===== src/rtl/rst_seq_gen_pkg.sv =====
// Shared types and helpers for the reset/run sequencer.
package rst_seq_gen_pkg;

    localparam int STATE_W = 2;

    typedef enum logic [STATE_W-1:0] {
        ST_HOLD    = 2'd0,
        ST_RELEASE = 2'd1,
        ST_RUN     = 2'd2,
        ST_DONE    = 2'd3
    } state_t;

    // Number of bits needed to count the values 0 .. value-1.
    function automatic int clog2(input longint value);
        longint v;
        int     w;
        v = value - 1;
        w = 0;
        while (v > 0) begin
            w++;
            v = v >> 1;
        end
        return w;
    endfunction

endpackage


===== src/rtl/rst_seq_gen_sync.sv =====
// Reset synchroniser: asserts immediately, deasserts after NUM clock edges.
module rst_sync #(
    parameter int NUM = 2
) (
    input  logic clk,
    input  logic rst_n,
    output logic rst_sync_n
);

    logic [NUM-1:0] r_sync;

    // Shift ones through the chain once the asynchronous reset has lifted.
    always_ff @(posedge clk or negedge rst_n) begin
        if (!rst_n) begin
            r_sync <= '0;
        end else begin
            r_sync <= {r_sync[NUM-2:0], 1'b1};
        end
    end

    assign rst_sync_n = r_sync[NUM-1];

endmodule


===== src/rtl/rst_seq_gen.sv =====
// Reset/run sequencer: hold, staggered channel release, timed run window.
module rst_seq_gen
    import rst_seq_gen_pkg::*;
#(
    parameter int NUM_CH      = 4,
    parameter int SYNC_STAGES = 2,
    parameter int HOLD_CYCLES = 10,
    parameter int STAGE_GAP   = 2,
    parameter int RUN_CYCLES  = 10,
    parameter int CNT_W       = 16
) (
    input  logic               clk,
    input  logic               rst_n,
    input  logic               soft_rst,
    output logic [NUM_CH-1:0]  rst_out_n,
    output logic [CNT_W-1:0]   cycle_cnt,
    output logic               run_done,
    output logic [STATE_W-1:0] state_o
);

    localparam logic [CNT_W-1:0] LP_HOLD_LAST    = CNT_W'(HOLD_CYCLES - 1);
    localparam logic [CNT_W-1:0] LP_GAP_LAST     = CNT_W'(STAGE_GAP - 1);
    localparam logic [CNT_W-1:0] LP_RUN_END      = CNT_W'(RUN_CYCLES);
    localparam logic [CNT_W-1:0] LP_CNT_ONE      = CNT_W'(1);
    localparam bit               LP_SKIP_RELEASE = (NUM_CH == 1) || (STAGE_GAP == 0);
    localparam bit               LP_RUN_FOREVER  = (RUN_CYCLES == 0);

    // Reject parameter sets the counters and channel vector cannot represent.
    if (NUM_CH < 1) begin : g_chk_num_ch
        $error("rst_seq_gen: NUM_CH must be at least 1");
    end
    if (SYNC_STAGES < 2) begin : g_chk_sync
        $error("rst_seq_gen: SYNC_STAGES must be at least 2");
    end
    if (HOLD_CYCLES < 1) begin : g_chk_hold_min
        $error("rst_seq_gen: HOLD_CYCLES must be at least 1");
    end
    if (clog2(longint'(HOLD_CYCLES) + 1) > CNT_W) begin : g_chk_hold_w
        $error("rst_seq_gen: HOLD_CYCLES does not fit in CNT_W bits");
    end
    if (clog2(longint'(STAGE_GAP) + 1) > CNT_W) begin : g_chk_gap_w
        $error("rst_seq_gen: STAGE_GAP does not fit in CNT_W bits");
    end
    if (clog2(longint'(RUN_CYCLES) + 1) > CNT_W) begin : g_chk_run_w
        $error("rst_seq_gen: RUN_CYCLES does not fit in CNT_W bits");
    end

    logic              w_rst_sync_n;
    state_t            r_state;
    state_t            w_state_nxt;
    logic [CNT_W-1:0]  r_hold_cnt;
    logic [CNT_W-1:0]  w_hold_cnt_nxt;
    logic [CNT_W-1:0]  r_gap_cnt;
    logic [CNT_W-1:0]  w_gap_cnt_nxt;
    logic [CNT_W-1:0]  r_cycle_cnt;
    logic [CNT_W-1:0]  w_cycle_cnt_nxt;
    logic [CNT_W-1:0]  w_cycle_inc;
    logic [NUM_CH-1:0] r_rst_out_n;
    logic [NUM_CH-1:0] w_rst_out_n_nxt;
    logic [NUM_CH-1:0] w_rel_step;
    logic              r_run_done;
    logic              w_run_done_nxt;

    rst_sync #(
        .NUM (SYNC_STAGES)
    ) u_rst_sync (
        .clk        (clk),
        .rst_n      (rst_n),
        .rst_sync_n (w_rst_sync_n)
    );

    // Releasing one more channel shifts a one in from bit 0, keeping order ascending.
    assign w_rel_step  = (r_rst_out_n << 1) | NUM_CH'(1);
    assign w_cycle_inc = r_cycle_cnt + LP_CNT_ONE;

    // Next-state and next-output logic; soft_rst overrides every state.
    always_comb begin
        w_state_nxt     = r_state;
        w_hold_cnt_nxt  = r_hold_cnt;
        w_gap_cnt_nxt   = r_gap_cnt;
        w_cycle_cnt_nxt = r_cycle_cnt;
        w_rst_out_n_nxt = r_rst_out_n;
        w_run_done_nxt  = r_run_done;

        if (soft_rst) begin
            w_state_nxt     = ST_HOLD;
            w_hold_cnt_nxt  = '0;
            w_gap_cnt_nxt   = '0;
            w_cycle_cnt_nxt = '0;
            w_rst_out_n_nxt = '0;
            w_run_done_nxt  = 1'b0;
        end else begin
            case (r_state)
                ST_HOLD: begin
                    if (r_hold_cnt == LP_HOLD_LAST) begin
                        w_hold_cnt_nxt = '0;
                        w_gap_cnt_nxt  = '0;
                        if (LP_SKIP_RELEASE) begin
                            w_rst_out_n_nxt = '1;
                            w_cycle_cnt_nxt = '0;
                            w_state_nxt     = ST_RUN;
                        end else begin
                            w_rst_out_n_nxt = w_rel_step;
                            w_state_nxt     = ST_RELEASE;
                        end
                    end else begin
                        w_hold_cnt_nxt = r_hold_cnt + LP_CNT_ONE;
                    end
                end
                ST_RELEASE: begin
                    if (r_gap_cnt == LP_GAP_LAST) begin
                        w_gap_cnt_nxt   = '0;
                        w_rst_out_n_nxt = w_rel_step;
                        if (w_rel_step[NUM_CH-1]) begin
                            w_cycle_cnt_nxt = '0;
                            w_state_nxt     = ST_RUN;
                        end
                    end else begin
                        w_gap_cnt_nxt = r_gap_cnt + LP_CNT_ONE;
                    end
                end
                ST_RUN: begin
                    if (LP_RUN_FOREVER) begin
                        if (r_cycle_cnt != '1) begin
                            w_cycle_cnt_nxt = w_cycle_inc;
                        end
                    end else begin
                        w_cycle_cnt_nxt = w_cycle_inc;
                        if (w_cycle_inc == LP_RUN_END) begin
                            w_run_done_nxt = 1'b1;
                            w_state_nxt    = ST_DONE;
                        end
                    end
                end
                ST_DONE: begin
                    w_state_nxt = ST_DONE;
                end
                default: begin
                    w_state_nxt = ST_HOLD;
                end
            endcase
        end
    end

    // State and output registers, cleared as soon as the synchronised reset asserts.
    always_ff @(posedge clk or negedge w_rst_sync_n) begin
        if (!w_rst_sync_n) begin
            r_state     <= ST_HOLD;
            r_hold_cnt  <= '0;
            r_gap_cnt   <= '0;
            r_cycle_cnt <= '0;
            r_rst_out_n <= '0;
            r_run_done  <= 1'b0;
        end else begin
            r_state     <= w_state_nxt;
            r_hold_cnt  <= w_hold_cnt_nxt;
            r_gap_cnt   <= w_gap_cnt_nxt;
            r_cycle_cnt <= w_cycle_cnt_nxt;
            r_rst_out_n <= w_rst_out_n_nxt;
            r_run_done  <= w_run_done_nxt;
        end
    end

    assign rst_out_n = r_rst_out_n;
    assign cycle_cnt = r_cycle_cnt;
    assign run_done  = r_run_done;
    assign state_o   = r_state;

endmodule


===== config.mk =====
export PLATFORM = sky130hd
export DESIGN_NAME = rst_seq_gen
export DESIGN_NICKNAME = d
export VERILOG_FILES = /design/src/rtl/rst_seq_gen_pkg.sv /design/src/rtl/rst_seq_gen_sync.sv /design/src/rtl/rst_seq_gen.sv
export SDC_FILE = /design/constraint.sdc
export NUM_CORES = 1
export LEC_CHECK = 0
export ABC_CLOCK_PERIOD_IN_PS = 2050
export CAP_MARGIN = 40
export CORE_ASPECT_RATIO = 1.2
export CORE_UTILIZATION = 58
export DETAILED_ROUTE_END_ITERATION = 7
export PLACE_DENSITY = 0.84
export SLEW_MARGIN = 20
export SYNTH_ARGS = -nofsm -noshare
export SYNTH_HDL_FRONTEND = slang
export SYNTH_SLANG_ARGS = --single-unit

===== constraint.sdc =====
create_clock -name clk -period 2.05 [get_ports clk]
set_input_delay 0.205 -clock clk [delete_from_list [all_inputs] [get_ports clk]]
set_output_delay 0.205 -clock clk [all_outputs]
set_load 0.01 [all_outputs]

Word level (Yosys, flattened, before mapping)
Cells that the tools add are included.
Storage, ports and cells
  logic and storage cells: 55
  register bits after elaboration: 57
  output and inout port bits: 23
  input bits: 3
Operators by class
  mux-type cells: 24
  reductions and logical operators: 11
  eq/ne operators: 10
  add/sub/neg operators: 3
Operator list (number)
  $mux W16: 9
  $pmux W16 S2: 2
  $add A16 B1 Y16 const B: 3
  $eq A16 B4 Y1 const B: 2
  $eq A16 B1 Y1 const B: 1
  $mux W4: 3
  $ne A3 B3 Y1 const B: 4
  $mux W2: 5
  $pmux W2 S4: 1
  $pmux W4 S2: 1
  $reduce_and A3 Y1: 2
  $reduce_bool A2 Y1: 3
  $reduce_bool A3 Y1: 2
  $eq A2 B2 Y1 const B: 2
  $reduce_and A2 Y1: 2
  $reduce_and A4 Y1: 1
  $mux W1: 3
  $eq A2 B1 Y1 const B: 1
  $logic_not A2 Y1: 1

Depth between registers and ports, before layout
  depth in word-level cells: 5
  gate-level depth with buffers: 9

Hierarchy
A second synthesis with hierarchy kept.
Unflattened totals
  cells, all modules: 380
  area total of the unflattened synthesis: 3246.9 um^2
Modules (own cells, without submodules)
  rst_seq_gen: area each 3193.1 um^2, cells each 377, times used 1, seq. area each 1376.3 um^2
  rst_sync: area each 53.8 um^2, cells each 3, times used 1, seq. area each 50.0 um^2

Least setup slack after synthesis
Ideal clock, no wire load.
  kind: register to register
  start point: register r_cycle_cnt[0], in the netlist cycle_cnt[0]
  end point: register r_state[0], in the netlist state_o[0]
  required time: 1.973 ns
  arrival: 1.809 ns
  period minus slack after synthesis: 1.887 ns
  slack: 0.163 ns
  cell stages (with the launch flop): 8
  path through: dfrtp_1 ha_1 nand3_1 mux2i_1 o32a_1 a2111oi_2 nand4_1 a21oi_1
On the way
  cells in the longest elaborated chain, start to end: 4
RTL lines
  from (decl): line rst_seq_gen.sv:55  | logic [CNT_W-1:0] r_cycle_cnt;
  from (signal assigned): line rst_seq_gen.sv:158  | r_cycle_cnt <= w_cycle_cnt_nxt;
  $add A16 B1 Y16: line rst_seq_gen.sv:74  | assign w_cycle_inc = r_cycle_cnt + LP_CNT_ONE;
  $eq A16 B4 Y1: line rst_seq_gen.sv:129  | if (w_cycle_inc == LP_RUN_END) begin
  $ne A3 B3 Y1 (no line)
  $reduce_and A4 Y1 (no line)
  to (signal assigned): line rst_seq_gen.sv:155  | r_state <= w_state_nxt;
  to (decl): line rst_seq_gen.sv:49  | state_t r_state;
Every way passes these cells.
A chain may end at the register's enable or synchronous reset.

Final worst setup path
  start point: register r_hold_cnt[8]
  end point: register r_gap_cnt[15]
On the way
  cells in the longest elaborated chain, start to end: 3
RTL lines
  from (decl): line rst_seq_gen.sv:51  | logic [CNT_W-1:0] r_hold_cnt;
  from (signal assigned): line rst_seq_gen.sv:156  | r_hold_cnt <= w_hold_cnt_nxt;
  $eq A16 B4 Y1: line rst_seq_gen.sv:95  | if (r_hold_cnt == LP_HOLD_LAST) begin
  $ne A3 B3 Y1 (no line)
  $reduce_and A2 Y1 (no line)
  to (signal assigned): line rst_seq_gen.sv:157  | r_gap_cnt <= w_gap_cnt_nxt;
  to (decl): line rst_seq_gen.sv:53  | logic [CNT_W-1:0] r_gap_cnt;
Every way passes these cells.

==> load_flow_metrics.sql <==
INSERT INTO impl_metrics (metric_group, metric, value, unit) VALUES
('timing', 'setup-violations-final', '0', ''),
('synthesis', 'synth-compound-area-share', '22.3', '%'),
('setup_path', 'crit_path_cell_trace', 'nor4_4 -> nand4_4 -> a2111oi_4 -> nand3_1 -> xor2_1 -> nor2_2', ''),
('placement', 'port-buffer-count', '25', ''),
('setup_path', 'critical_path.n_buffers_inverters', '0', ''),
('setup_path', 'critPathLaunchType', 'flop', ''),
('setup_path', 'cp_max_fo', '6', ''),
('synthesis', 'ys.warnings.count', '0', ''),
('die', 'io-pin-count', '26', ''),
('global_routing', 'total_global_routing_track_utilization', '27.2', '%'),
('global_routing', 'first_global_vias', '2785', ''),
('cells_and_area', 'final_layout_size_suffix_gt1_share', '15.0', '%'),
('clocking', 'cts_repair_resize_count', '0', ''),
('cells_and_area', 'layout.cells.most_common', 'dfrtp_1', ''),
('detailed_routing', 'drt-total-wl', '7380', 'µm'),
('detailed_routing', 'routed_via_density', '6.32', ''),
('global_routing', 'antenna_found_initial', '0', ''),
('setup_path', 'cp_slowest_stage_delay', '450', 'ps'),
('synthesis', 'post-synth-top-area-fraction', '43.4', '%'),
('global_routing', 'global_route.usage.met1', '34.2', '%'),
('min_path', 'hp-class', 'input port to asynchronous set/reset pin', ''),
('status', 'run_status', 'finished with violations', ''),
('detailed_routing', 'drt-pass1-iter-count', '7', ''),
('timing', 'relSlewSlack', '54.4', '%'),
('synthesis', 'post_synth.cell_area_avg', '9.31', 'µm²'),
('timing', 'setup-tns-final', '0', 'ps'),
('global_routing', 'grt_max_degree', '56', ''),
('timing', 'unrepaired_setup_endpoints_after_global_routing', 'false', ''),
('detailed_routing', 'drt_first_iter_violations', '272', ''),
('detailed_routing', 'post-route-drc-count', '4', ''),
('detailed_routing', 'via_count', '2912', ''),
('synthesis', 'number_of_enable_flip_flop_cells_after_synthesis', '0', ''),
('timing', 'final.period_utilization', '95.7', '%'),
('synthesis', 'dominant_combinational_cell_family_by_area_after_synthesis', 'simple AND/OR/NAND/NOR gates', ''),
('setup_path', 'path_delay_family', 'simple AND/OR/NAND/NOR gates', ''),
('synthesis', 'net_count_after_synthesis', '362', ''),
('timing', 'fin_skew', '7.94', 'ps'),
('clocking', 'cts.sinks', '57', ''),
('clocking', 'clk_pin_slew_worst_paths', '70', 'ps'),
('placement', 'cell_area_reported_after_detailed_placement', '3680', 'µm²'),
('synthesis', 'yosys.cell_types.count', '57', ''),
('timing', 'slew_of_the_pin_with_the_lowest_slew_margin', '685', 'ps'),
('synthesis', 'simple_gate_share_of_the_synthesized_area', '25.5', '%'),
('clocking', 'h_tree_level_count', '3', ''),
('detailed_routing', 'ant_nets', '0', ''),
('cells_and_area', 'fillCellCount', '400', ''),
('die', 'floorplan.die.height', '84.5', 'µm'),
('clocking', 'cts_tree', 'built', ''),
('status', 'failed_checks', 'design-rule violations', ''),
('die', 'placeableCoreArea', '5370', 'µm²'),
('setup_path', 'critical_path.endpoint_type', 'flop', ''),
('synthesis', 'synth.cell_area', '3290', 'µm²'),
('global_routing', 'top_usage_layer', 'met2', ''),
('synthesis', 'synth-adder-area-share', '2.28', '%'),
('synthesis', 'yosys.area.top_type', 'dfrtp_1', ''),
('setup_path', 'path_class', 'flop to flop', ''),
('timing', 'finalWorstPathRequiredPeriod', '1960', 'ps'),
('placement', 'place.detailed.hpwl', '5030', 'µm'),
('die', 'design.die.area', '5970', 'µm²'),
('clocking', 'clock_path_buffers', '2', ''),
('clocking', 'ctsRootBufferMaster', 'clkbuf_8', ''),
('pwr', 'pwr_density_cell', '661', 'nW/µm²'),
('global_routing', 'wire_length_of_the_first_global_routing_pass', '12800', 'µm'),
('cells_and_area', 'fin_nets', '403', ''),
('job', 'maximum_capacitance_violations', '0', ''),
('pwr', 'power.static_leakage', '1.59', 'nW'),
('setup_path', 'crit_path_top_delay_cell', 'dfrtp_1', ''),
('global_routing', 'gr-usage-met3', '5.52', '%'),
('clocking', 'clkLatencyLatePin', '340', 'ps'),
('cells_and_area', 'insertedDiodeCount', '0', ''),
('placement', 'place.gp.congestion', '0.875', '');
-- report_power, final --
| part | leakage, nW | total [mW] | internal, mW | switching (mW) |
|---|---|---|---|---|
| clock | 0.103 | 1.06 | 0.624 | 0.437 |
| sequential | 0.783 | 1.20 | 1.16 | 0.0406 |
| combinational | 0.705 | 0.314 | 0.123 | 0.191 |
| total | 1.59 | 2.58 | 1.91 | 0.669 |
-- synth_stat cells (all sizes together), types with 2 or more instances --
library cell	instances
nor4	7
nand3b	4
ha	6
mux2i	2
buf	9
clkbuf	4
nand4	9
inv	8
nand3	17
o21ai	54
nand2	43
nor3	3
xor2	6
and3	13
a2111oi	2
and2	4
dfrtp	57
a21oi	8
nand2b	6
a31oi	6
nor2b	8
o31ai	17
xnor2	2
o41ai	11
o22ai	2
and4	2
nor2	28
-- layout make-up --
cell class / count / area share (%)
clock buffer: 13 / 4.07
sequential: 57 / 36.6
inverter: 8 / 0.770
tap: 62 / 1.99
clock inverter: 3 / 1.03
multi-input combinational: 275 / 45.3
timing repair buffer: 43 / 10.2
-- state kept, by name, indices dropped and copies added, names as in the netlist --
name	flops
run_done	1
state_o	2
r_gap_cnt	16
cycle_cnt	16
r_hold_cnt	16
u_rst_sync.r_sync	2
rst_out_n	4
-- metrics by stage --
step | cells | hold slack, ps | power [mW] | worst slack [ps] | utilization (%)
2_1_floorplan | 353 | -90.6 | 1.41 | 163 | -
3_3_place_gp | 445 | 336 | 1.52 | 143 | 68.6
3_5_place_dp | 445 | 335 | 1.53 | 73.4 | 68.6
4_1_cts | 461 | 9.48 | 2.60 | 84.6 | 72.3
5_1_grt | 461 | 16.3 | 2.68 | 6.90 | 72.6
6_report | 461 | 21.2 | 2.58 | 88.6 | 72.6
-- cell families (layout without fill, tap and decap cells) --
logic type,Yosys count,in the layout
adder cells (fa/ha/maj),6,6
AND/OR/NAND/NOR,147,147
other,1,1
flip-flops,57,57
XOR/XNOR,8,8
AO/OA/AOI/OAI,110,110
buffers and inverters,21,67
multiplexers,3,3
-- path summary, 6_finish.rpt --
kind | cells after the start | start | endpoint | slack, ps
hold reg to reg | 0 | u_rst_sync.r_sync[0] | u_rst_sync.r_sync[1] | 350
setup reg to reg | 6 | r_hold_cnt[8] | r_gap_cnt[15] | 90
setup / recovery | 6 | r_hold_cnt[8] | r_gap_cnt[15] | 90
max in group asynchronous | 1 | u_rst_sync.r_sync[1] | cycle_cnt[2] | 1170
min in group clk | 0 | u_rst_sync.r_sync[0] | u_rst_sync.r_sync[1] | 350
hold / removal | 1 | rst_n | u_rst_sync.r_sync[0] | 20
-- per-layer routing --
layer,routed length [µm],vias up
met5,0,-
met3,246,17
met4,168,0
li1,-,1395
met2,3710,75
met1,3250,1425
Power figures use the tool's default switching activity.
